===== config.mk =====
export PLATFORM = sky130hd
export DESIGN_NAME = instruction_fetch
export DESIGN_NICKNAME = d
export VERILOG_FILES = /design/src/rtl/instruction_fetch_pkg.sv /design/src/rtl/ifetch_buffer.sv /design/src/rtl/instruction_fetch.sv
export SDC_FILE = /design/constraint.sdc
export NUM_CORES = 1
export LEC_CHECK = 0
export ABC_AREA = 1
export CAP_MARGIN = 20
export CORE_ASPECT_RATIO = 1.5
export CORE_MARGIN = 2
export CORE_UTILIZATION = 40
export DETAILED_ROUTE_END_ITERATION = 16
export PLACE_DENSITY = 0.65
export SLEW_MARGIN = 25
export SYNTH_ARGS = -nofsm -noshare
export SYNTH_HDL_FRONTEND = slang
export SYNTH_SLANG_ARGS = --single-unit

===== constraint.sdc =====
create_clock -name clk -period 1.65 [get_ports clk]
set_input_delay 0.2475 -clock clk [delete_from_list [all_inputs] [get_ports clk]]
set_output_delay 0.2475 -clock clk [all_outputs]
set_load 0.01 [all_outputs]

===== src/rtl/instruction_fetch_pkg.sv =====
// Shared definitions for the instruction fetch unit: instruction width, NOP encoding,
// default program-counter width and the fetch FSM state type.
package instruction_fetch_pkg;

  localparam int PC_W_DEFAULT = 8;
  localparam int INS_W        = 6;

  localparam logic [3:0]       OPCODE_NOP = 4'hF;
  localparam logic [INS_W-1:0] INS_NOP    = {OPCODE_NOP, 2'b00};

  typedef enum logic [1:0] {
    IDLE  = 2'd0,
    FETCH = 2'd1,
    HOLD  = 2'd2,
    DROP  = 2'd3
  } fetch_state_e;

endpackage


===== src/rtl/ifetch_buffer.sv =====
// One-entry prefetch buffer holding an instruction and its address; only built
// into instruction_fetch when IFETCH_PREFETCH_EN is defined.
module ifetch_buffer
  import instruction_fetch_pkg::*;
#(
  parameter int PC_W = PC_W_DEFAULT
) (
  input  logic             clk,
  input  logic             nReset,
  input  logic             flush,
  input  logic             push,
  input  logic             pop,
  input  logic [INS_W-1:0] push_ins,
  input  logic [PC_W-1:0]  push_pc,
  output logic             valid,
  output logic [INS_W-1:0] ins,
  output logic [PC_W-1:0]  pc
);

  logic             valid_r;
  logic [INS_W-1:0] ins_r;
  logic [PC_W-1:0]  pc_r;

  // Entry storage; a push coinciding with a pop replaces the entry.
  always_ff @(posedge clk or negedge nReset) begin
    if (!nReset) begin
      valid_r <= 1'b0;
      ins_r   <= INS_NOP;
      pc_r    <= {PC_W{1'b0}};
    end else if (flush) begin
      valid_r <= 1'b0;
      ins_r   <= INS_NOP;
    end else if (push) begin
      valid_r <= 1'b1;
      ins_r   <= push_ins;
      pc_r    <= push_pc;
    end else if (pop) begin
      valid_r <= 1'b0;
      ins_r   <= INS_NOP;
    end else begin
      valid_r <= valid_r;
    end
  end

  assign valid = valid_r;
  assign ins   = ins_r;
  assign pc    = pc_r;

endmodule


===== src/rtl/instruction_fetch.sv =====
// Instruction fetch unit: issues program-memory reads, presents instructions to the
// decoder with valid/ready and handles redirects. Define IFETCH_PREFETCH_EN for a one-entry prefetch buffer.
module instruction_fetch
  import instruction_fetch_pkg::*;
#(
  parameter int              PC_W     = PC_W_DEFAULT,
  parameter logic [PC_W-1:0] RESET_PC = {PC_W{1'b0}}
) (
  input  logic             clk,
  input  logic             nReset,
  input  logic             en,
  input  logic             jmp_valid,
  input  logic [PC_W-1:0]  jmp_addr,
  output logic             pm_req,
  output logic [PC_W-1:0]  pm_addr,
  input  logic             pm_ack,
  input  logic [INS_W-1:0] pm_data,
  output logic [INS_W-1:0] Ins,
  output logic             ins_valid,
  input  logic             ins_ready,
  output logic [PC_W-1:0]  pc
);

  fetch_state_e     state_r, state_s;
  logic             pm_req_r, pm_req_s;
  logic [PC_W-1:0]  pm_addr_r, pm_addr_s;
  logic [PC_W-1:0]  jmp_tgt_r, jmp_tgt_s;
  logic [INS_W-1:0] ins_r, ins_s;
  logic             ins_valid_r, ins_valid_s;
  logic [PC_W-1:0]  pc_r, pc_s;
  logic             drop_s, room_s;
  logic             ack_s, take_s, consume_s;
  logic             buf_valid_s;
  logic [INS_W-1:0] buf_ins_s;
  logic [PC_W-1:0]  buf_pc_s;

  assign ack_s     = pm_req_r & pm_ack;
  assign take_s    = ack_s & (state_r == FETCH) & ~jmp_valid;
  assign consume_s = ins_valid_r & ins_ready;

`ifdef IFETCH_PREFETCH_EN
  logic buf_push_s, buf_pop_s, buf_flush_s;

  ifetch_buffer #(.PC_W(PC_W)) u_buf (
    .clk      (clk),
    .nReset   (nReset),
    .flush    (buf_flush_s),
    .push     (buf_push_s),
    .pop      (buf_pop_s),
    .push_ins (pm_data),
    .push_pc  (pm_addr_r),
    .valid    (buf_valid_s),
    .ins      (buf_ins_s),
    .pc       (buf_pc_s)
  );
`else
  assign buf_valid_s = 1'b0;
  assign buf_ins_s   = INS_NOP;
  assign buf_pc_s    = {PC_W{1'b0}};
`endif

  // Next-state and next-output computation for the fetch FSM.
  always_comb begin
    pm_req_s    = pm_req_r;
    pm_addr_s   = pm_addr_r;
    jmp_tgt_s   = jmp_tgt_r;
    ins_s       = ins_r;
    ins_valid_s = ins_valid_r;
    pc_s        = pc_r;
    drop_s      = 1'b0;
    room_s      = 1'b0;
`ifdef IFETCH_PREFETCH_EN
    buf_push_s  = 1'b0;
    buf_pop_s   = 1'b0;
    buf_flush_s = 1'b0;
`endif
    if (jmp_valid) begin
      ins_s       = INS_NOP;
      ins_valid_s = 1'b0;
`ifdef IFETCH_PREFETCH_EN
      buf_flush_s = 1'b1;
`endif
      // An unanswered request must complete at its original address before redirecting.
      if (pm_req_r && !pm_ack) begin
        drop_s    = 1'b1;
        pm_req_s  = 1'b1;
        jmp_tgt_s = jmp_addr;
      end else begin
        pm_addr_s = jmp_addr;
        pm_req_s  = en;
      end
    end else begin
      if (!ins_valid_r || consume_s) begin
        if (buf_valid_s) begin
          ins_s       = buf_ins_s;
          pc_s        = buf_pc_s;
          ins_valid_s = 1'b1;
`ifdef IFETCH_PREFETCH_EN
          buf_pop_s   = 1'b1;
          buf_push_s  = take_s;
`endif
        end else if (take_s) begin
          ins_s       = pm_data;
          pc_s        = pm_addr_r;
          ins_valid_s = 1'b1;
        end else begin
          ins_s       = INS_NOP;
          ins_valid_s = 1'b0;
        end
      end else begin
        ins_s = ins_r;
`ifdef IFETCH_PREFETCH_EN
        buf_push_s = take_s;
`endif
      end

      if (state_r == DROP) begin
        if (ack_s) begin
          pm_addr_s = jmp_tgt_r;
          pm_req_s  = en;
        end else begin
          drop_s   = 1'b1;
          pm_req_s = 1'b1;
        end
      end else begin
        if (take_s) begin
          pm_addr_s = pm_addr_r + {{(PC_W-1){1'b0}}, 1'b1};
        end else begin
          pm_addr_s = pm_addr_r;
        end
`ifdef IFETCH_PREFETCH_EN
        room_s = ~(ins_valid_s & ((buf_valid_s & ~buf_pop_s) | buf_push_s));
`else
        room_s = ~ins_valid_s;
`endif
        if (pm_req_r && !pm_ack) begin
          pm_req_s = 1'b1;
        end else begin
          pm_req_s = en & room_s;
        end
      end
    end

    if (drop_s) begin
      state_s = DROP;
    end else if (pm_req_s) begin
      state_s = FETCH;
    end else if (ins_valid_s) begin
      state_s = HOLD;
    end else begin
      state_s = IDLE;
    end
  end

  // State and output registers.
  always_ff @(posedge clk or negedge nReset) begin
    if (!nReset) begin
      state_r     <= IDLE;
      pm_req_r    <= 1'b0;
      pm_addr_r   <= RESET_PC;
      jmp_tgt_r   <= RESET_PC;
      ins_r       <= INS_NOP;
      ins_valid_r <= 1'b0;
      pc_r        <= RESET_PC;
    end else begin
      state_r     <= state_s;
      pm_req_r    <= pm_req_s;
      pm_addr_r   <= pm_addr_s;
      jmp_tgt_r   <= jmp_tgt_s;
      ins_r       <= ins_s;
      ins_valid_r <= ins_valid_s;
      pc_r        <= pc_s;
    end
  end

  assign pm_req    = pm_req_r;
  assign pm_addr   = pm_addr_r;
  assign Ins       = ins_r;
  assign ins_valid = ins_valid_r;
  assign pc        = pc_r;

endmodule


Word-level counts from Yosys, hierarchy flattened --
Index checks and enable logic that the tools add are counted.
Storage, ports and cells: flip-flop bits (word level) 34, bits of input ports 20, logic and storage cells 52, output and inout port bits 24
Operators by class: multiplexer cells 24, reductions and logical operators 9, eq/ne operators 4, bitwise gates (word level) 7, $add $sub $neg 1
Operators by type and width (number):
- two-way mux 8 bit | 5
- two-way mux 6 bit | 3
- two-way mux 1 bit | 13
- adder 8 x 1 -> 8 bit, second input constant | 1
- two-way mux 2 bit | 3
- AND reduction 3 bit | 2
- AND 1 bit | 5
- != test 3 bit, second input constant | 1
- nonzero test 3 bit | 1
- equality test 2 x 1 -> 1 bit, second input constant | 1
- equality test 2 bit, second input constant | 1
- logical NOT 1 bit | 2
- != test 2 bit, second input constant | 1
- NOT 1 bit | 2
- AND reduction 2 bit | 1
- nonzero test 2 bit | 1
- logical AND 1 bit | 1
- logical OR 1 bit | 1

Logic depth before layout (Yosys ltp) --
depth in word-level cells 13, gate-level depth with buffers 9, depth with buffers taken out 9

Worst setup path before layout --
Ideal clock, no wire load.
kind flip-flop to flip-flop, start point register pm_req_r, in the netlist pm_req, end point register pm_addr_r[6], in the netlist pm_addr[6], stages on the path, launching flop included 10, data arrival time 1142 ps, library setup time 116 ps, slack 391 ps, data required time 1534 ps, path buffers 1, cells stage by stage dfrtp_1 nand2_2 clkinv_2 nand2_1 nand3_1 nand2_2 buf_2 nor2_1 nand2_1 nand2_1
Between the ends: cells in the longest elaborated chain, start to end 5
RTL lines:
- start: declaration | line instruction_fetch.sv:25 | logic pm_req_r, pm_req_s;
- start signal: assignment | line instruction_fetch.sv:167 | pm_req_r <= pm_req_s;
- AND 1 bit | line instruction_fetch.sv:37 | assign ack_s = pm_req_r & pm_ack;
- AND 1 bit (2 in a row) | line instruction_fetch.sv:38 | assign take_s = ack_s & (state_r == FETCH) & ~jmp_valid;
- nonzero test 3 bit (no line)
- AND reduction 3 bit (no line) *
- end signal: assignment | line instruction_fetch.sv:168 | pm_addr_r <= pm_addr_s;
- end: declaration | line instruction_fetch.sv:26 | logic [PC_W-1:0] pm_addr_r, pm_addr_s;
Mark *: on every way between the ends. The rest lies on a longest branch, timed or not. A chain may end at the register's enable or synchronous reset.

Final worst setup path --
start point register ins_r[2], in the netlist Ins[2], end point output port Ins[2]
RTL lines:
- start: declaration | line instruction_fetch.sv:28 | logic [INS_W-1:0] ins_r, ins_s;
- start signal: assignment | line instruction_fetch.sv:170 | ins_r <= ins_s;
- end: declaration | line instruction_fetch.sv:18 | output logic [INS_W-1:0] Ins,
No word-level cell between the ends.

==> flow_metrics.tcl <==
set metrics [dict create \
    outcome "finished, final reports clean" \
    place.gp.congestion 0.895 \
    synthAdderAreaFrac_pct 0.720 \
    clock_latency_ns 0.28 \
    finalWorstSetupSlack_ns 0.0513 \
    grt_pass1_wl_microns 6270 \
    slew_violations 0 \
    critPathTopFamily "flip-flops" \
    ctsHtreeMaxLevel 2 \
    clock-sinks 34 \
    post-route-period-util_pct 96.9 \
    synthCells 210 \
    synth_xor_area_share_pct 0 \
    power_leakage_nw 1.13 \
    core_sq_mm 0.00421 \
    port_buffers 43 \
    chipWidth_microns 57.8 \
    synth_top_family_by_area "simple AND/OR/NAND/NOR gates" \
    syn_avg_cell_area_sq_um 8.27 \
    numCtsBuffers 5 \
    yosysSeqAreaShare_pct 49.3 \
    critPathBufInv 1 \
    grtUsageTotal_pct 16.6 \
    grt_max_degree 35 \
    dpl.hpwl_microns 2670 \
    grt_overflow_total 0 \
    cp_data_arrival_time_ns 1.35 \
    diodes 0 \
    path_class "flip-flop to output port" \
    cp.required_ns 1.40 \
    ioPinCount 44 \
    ir_drop_mv 0.872 \
    fp-row-count 29 \
    drtAntennaViolNets 0 \
    hold_violations 0 \
    syn_nets 231 \
    relSlewSlack_pct 71.0 \
    cap_violations 0 \
    cp-end-kind "output port" \
    firstDrtPassIters 4 \
    slowest_stage "dfstp_2" \
    final.setup.tns_ns 0 \
    syn_to_final_growth_pct 34.7 \
    routedWlPerCell_microns 11.5 \
    design.die.area_sq_mm 0.00490 \
    vias 1485 \
    drc 0 \
    dpl_cell_area_sq_mm 0.00225 \
    synth.area.mux_share_pct 4.54 \
    cp_max_fo 2 \
    path_cells "clkdlybuf4s50_1" \
    synth-seq-cells 34 \
    cts_resized 0 \
    fin_nets 283 \
    ys_types 23 \
    hold_buffers 0 \
    yosys.area_share.simple_pct 27.4 \
    antenna_found_initial 0 \
    cellPowerDensity_mw_per_mm2 1390 \
    cts_setup_buffers 0 \
    cpPeakStageDelay_ns 0.54 \
    cts.path.max_buffers 2 \
    clk_pin_slew_ns 0.07 \
    cp-start-kind "flip-flop" \
    ys.warnings.count 0 \
    postRouteWirelength_microns 3560 \
    root_buffer "clkbuf_8" \
    max_freq_ghz 0.626 \
    holdCritPathClass "primary input to asynchronous set/reset pin" \
    drt_iter0_drc 33 \
    fin_area_sq_mm 0.00234 \
    period_needed_ns 1.60 \
    place_worst_setup_slack_ns 0.0288 \
    viasPerCell 4.81 \
    die_y_microns 84.7 \
    grt_pass1_vias 1423 \
    cts_tree "done" \
    worst_slew_pin_slew_ns 0.435 \
    rsz0062_at_grt "false" \
    hold_slack_ns 0.372 \
    clock_skew_ns 0.00517 \
    synth-compound-area-share_pct 10.5 \
    finalSetupViolations 0 \
    utilization_pct 55.6 \
    start_util_pct 41.3 \
    drive_gt1_share_pct 15.2 \
    synth_area_sq_mm 0.00174 \
]
[Yosys cell counts]
cell type  number  share of area, %
a21boi_0        1              0.43
a21o_1          1              0.43
buf_2           3              0.86
buf_6           3               1.9
clkinv_2        1              0.29
dfrtp_1        30                43
dfstp_2         4               6.1
ha_1            1              0.72
inv_1          17               3.7
inv_2           2              0.43
inv_4           1              0.36
mux2_1          7               4.5
nand2_1        73                16
nand2_2         4               1.4
nand3_1        20               5.8
nand3_2         1              0.58
nor2_1         16               3.5
nor2_2          1              0.36
o211ai_1        1              0.43
o211ai_2        1              0.72
o21ai_0         9               2.6
o21ai_1         3              0.86
o21ai_2        10               5.0
[logic make-up (layout without fill, tap and decap cells)]
logic type | after synthesis | in the layout
multiplexers | 7 | 7
AND/OR/NAND/NOR | 115 | 115
adder cells (fa/ha/maj) | 1 | 1
flip-flops | 34 | 34
buffers and inverters | 27 | 80
AO/OA/AOI/OAI | 26 | 26
[final timing paths]
path,start,depth (start not counted),end,slack (ns)
max reg2reg,state_r[0]$_DFF_PN0_,7,pm_addr[2]$_DFFE_PN0P_,0.31
min reg2reg,Ins[0]$_DFFE_PN0P_,2,Ins[0]$_DFFE_PN0P_,0.48
max in group asynchronous,nReset,2,Ins[2]$_DFFE_PN1P_,0.94
min,nReset,2,state_r[0]$_DFF_PN0_,0.37
min in group clk,Ins[0]$_DFFE_PN0P_,2,Ins[0]$_DFFE_PN0P_,0.48
max,Ins[2]$_DFFE_PN1P_,1,Ins[2],0.05
[sequential cells by signal, summed over array words and instances, names as in the netlist]
name	cells
state_r	2
Ins	6
ins_valid	1
pm_addr	8
pc	8
pm_req	1
jmp_tgt_r	8
[where the power goes]
part / internal [W] / switching (W) / total, W
registers: 0.00110 / 0.000222 / 0.00132
logic: 0.000670 / 0.000641 / 0.00131
clock network: 0.000336 / 0.000292 / 0.000629
total: 0.00211 / 0.00116 / 0.00326
[layout make-up]
type	instances	area (sq um)
fill	418	1870
clock inverter	1	5.00
multi-input combinational	149	749
clock buffer	7	86.3
sequential	34	856
inverter	21	82.6
timing repair buffer	51	503
tap	46	57.6
[per-layer routing]
layer	vias up	wire [microns]	track usage (%)
met5	-	0	0
met2	32	1710	26.8
met1	675	1620	20.2
li1	771	-	-
met4	0	90	7.82
met3	7	144	4.31
[metrics by stage]
step | total power, W | std cells
floorplan | 0.00203 | 210
global placement | 0.00264 | 301
detailed placement | 0.00267 | 301
CTS | 0.00331 | 309
global route | 0.00352 | 309
finish | 0.00326 | 309
[cells in the final DEF, fill, tap and decap left out]
cell / Yosys / final
a21boi_0: 1 / 1
clkbuf_8: 0 / 6
clkbuf_1: 0 / 1
nand3_1: 20 / 20
o211ai_2: 1 / 1
clkinv_2: 1 / 2
nand2_1: 73 / 73
o21ai_1: 3 / 3
inv_4: 1 / 1
clkdlybuf4s50_1: 0 / 43
a21o_1: 1 / 1
mux2_1: 7 / 7
o21ai_0: 9 / 9
ha_1: 1 / 1
inv_2: 2 / 2
nor2_2: 1 / 1
buf_12: 0 / 1
nand3_2: 1 / 1
buf_4: 0 / 7
o21ai_2: 10 / 10
nor2_1: 16 / 16
dfrtp_1: 30 / 30
nand2_2: 4 / 4
inv_1: 17 / 17
o211ai_1: 1 / 1
dfstp_2: 4 / 4
Power figures use the tool's default switching activity.
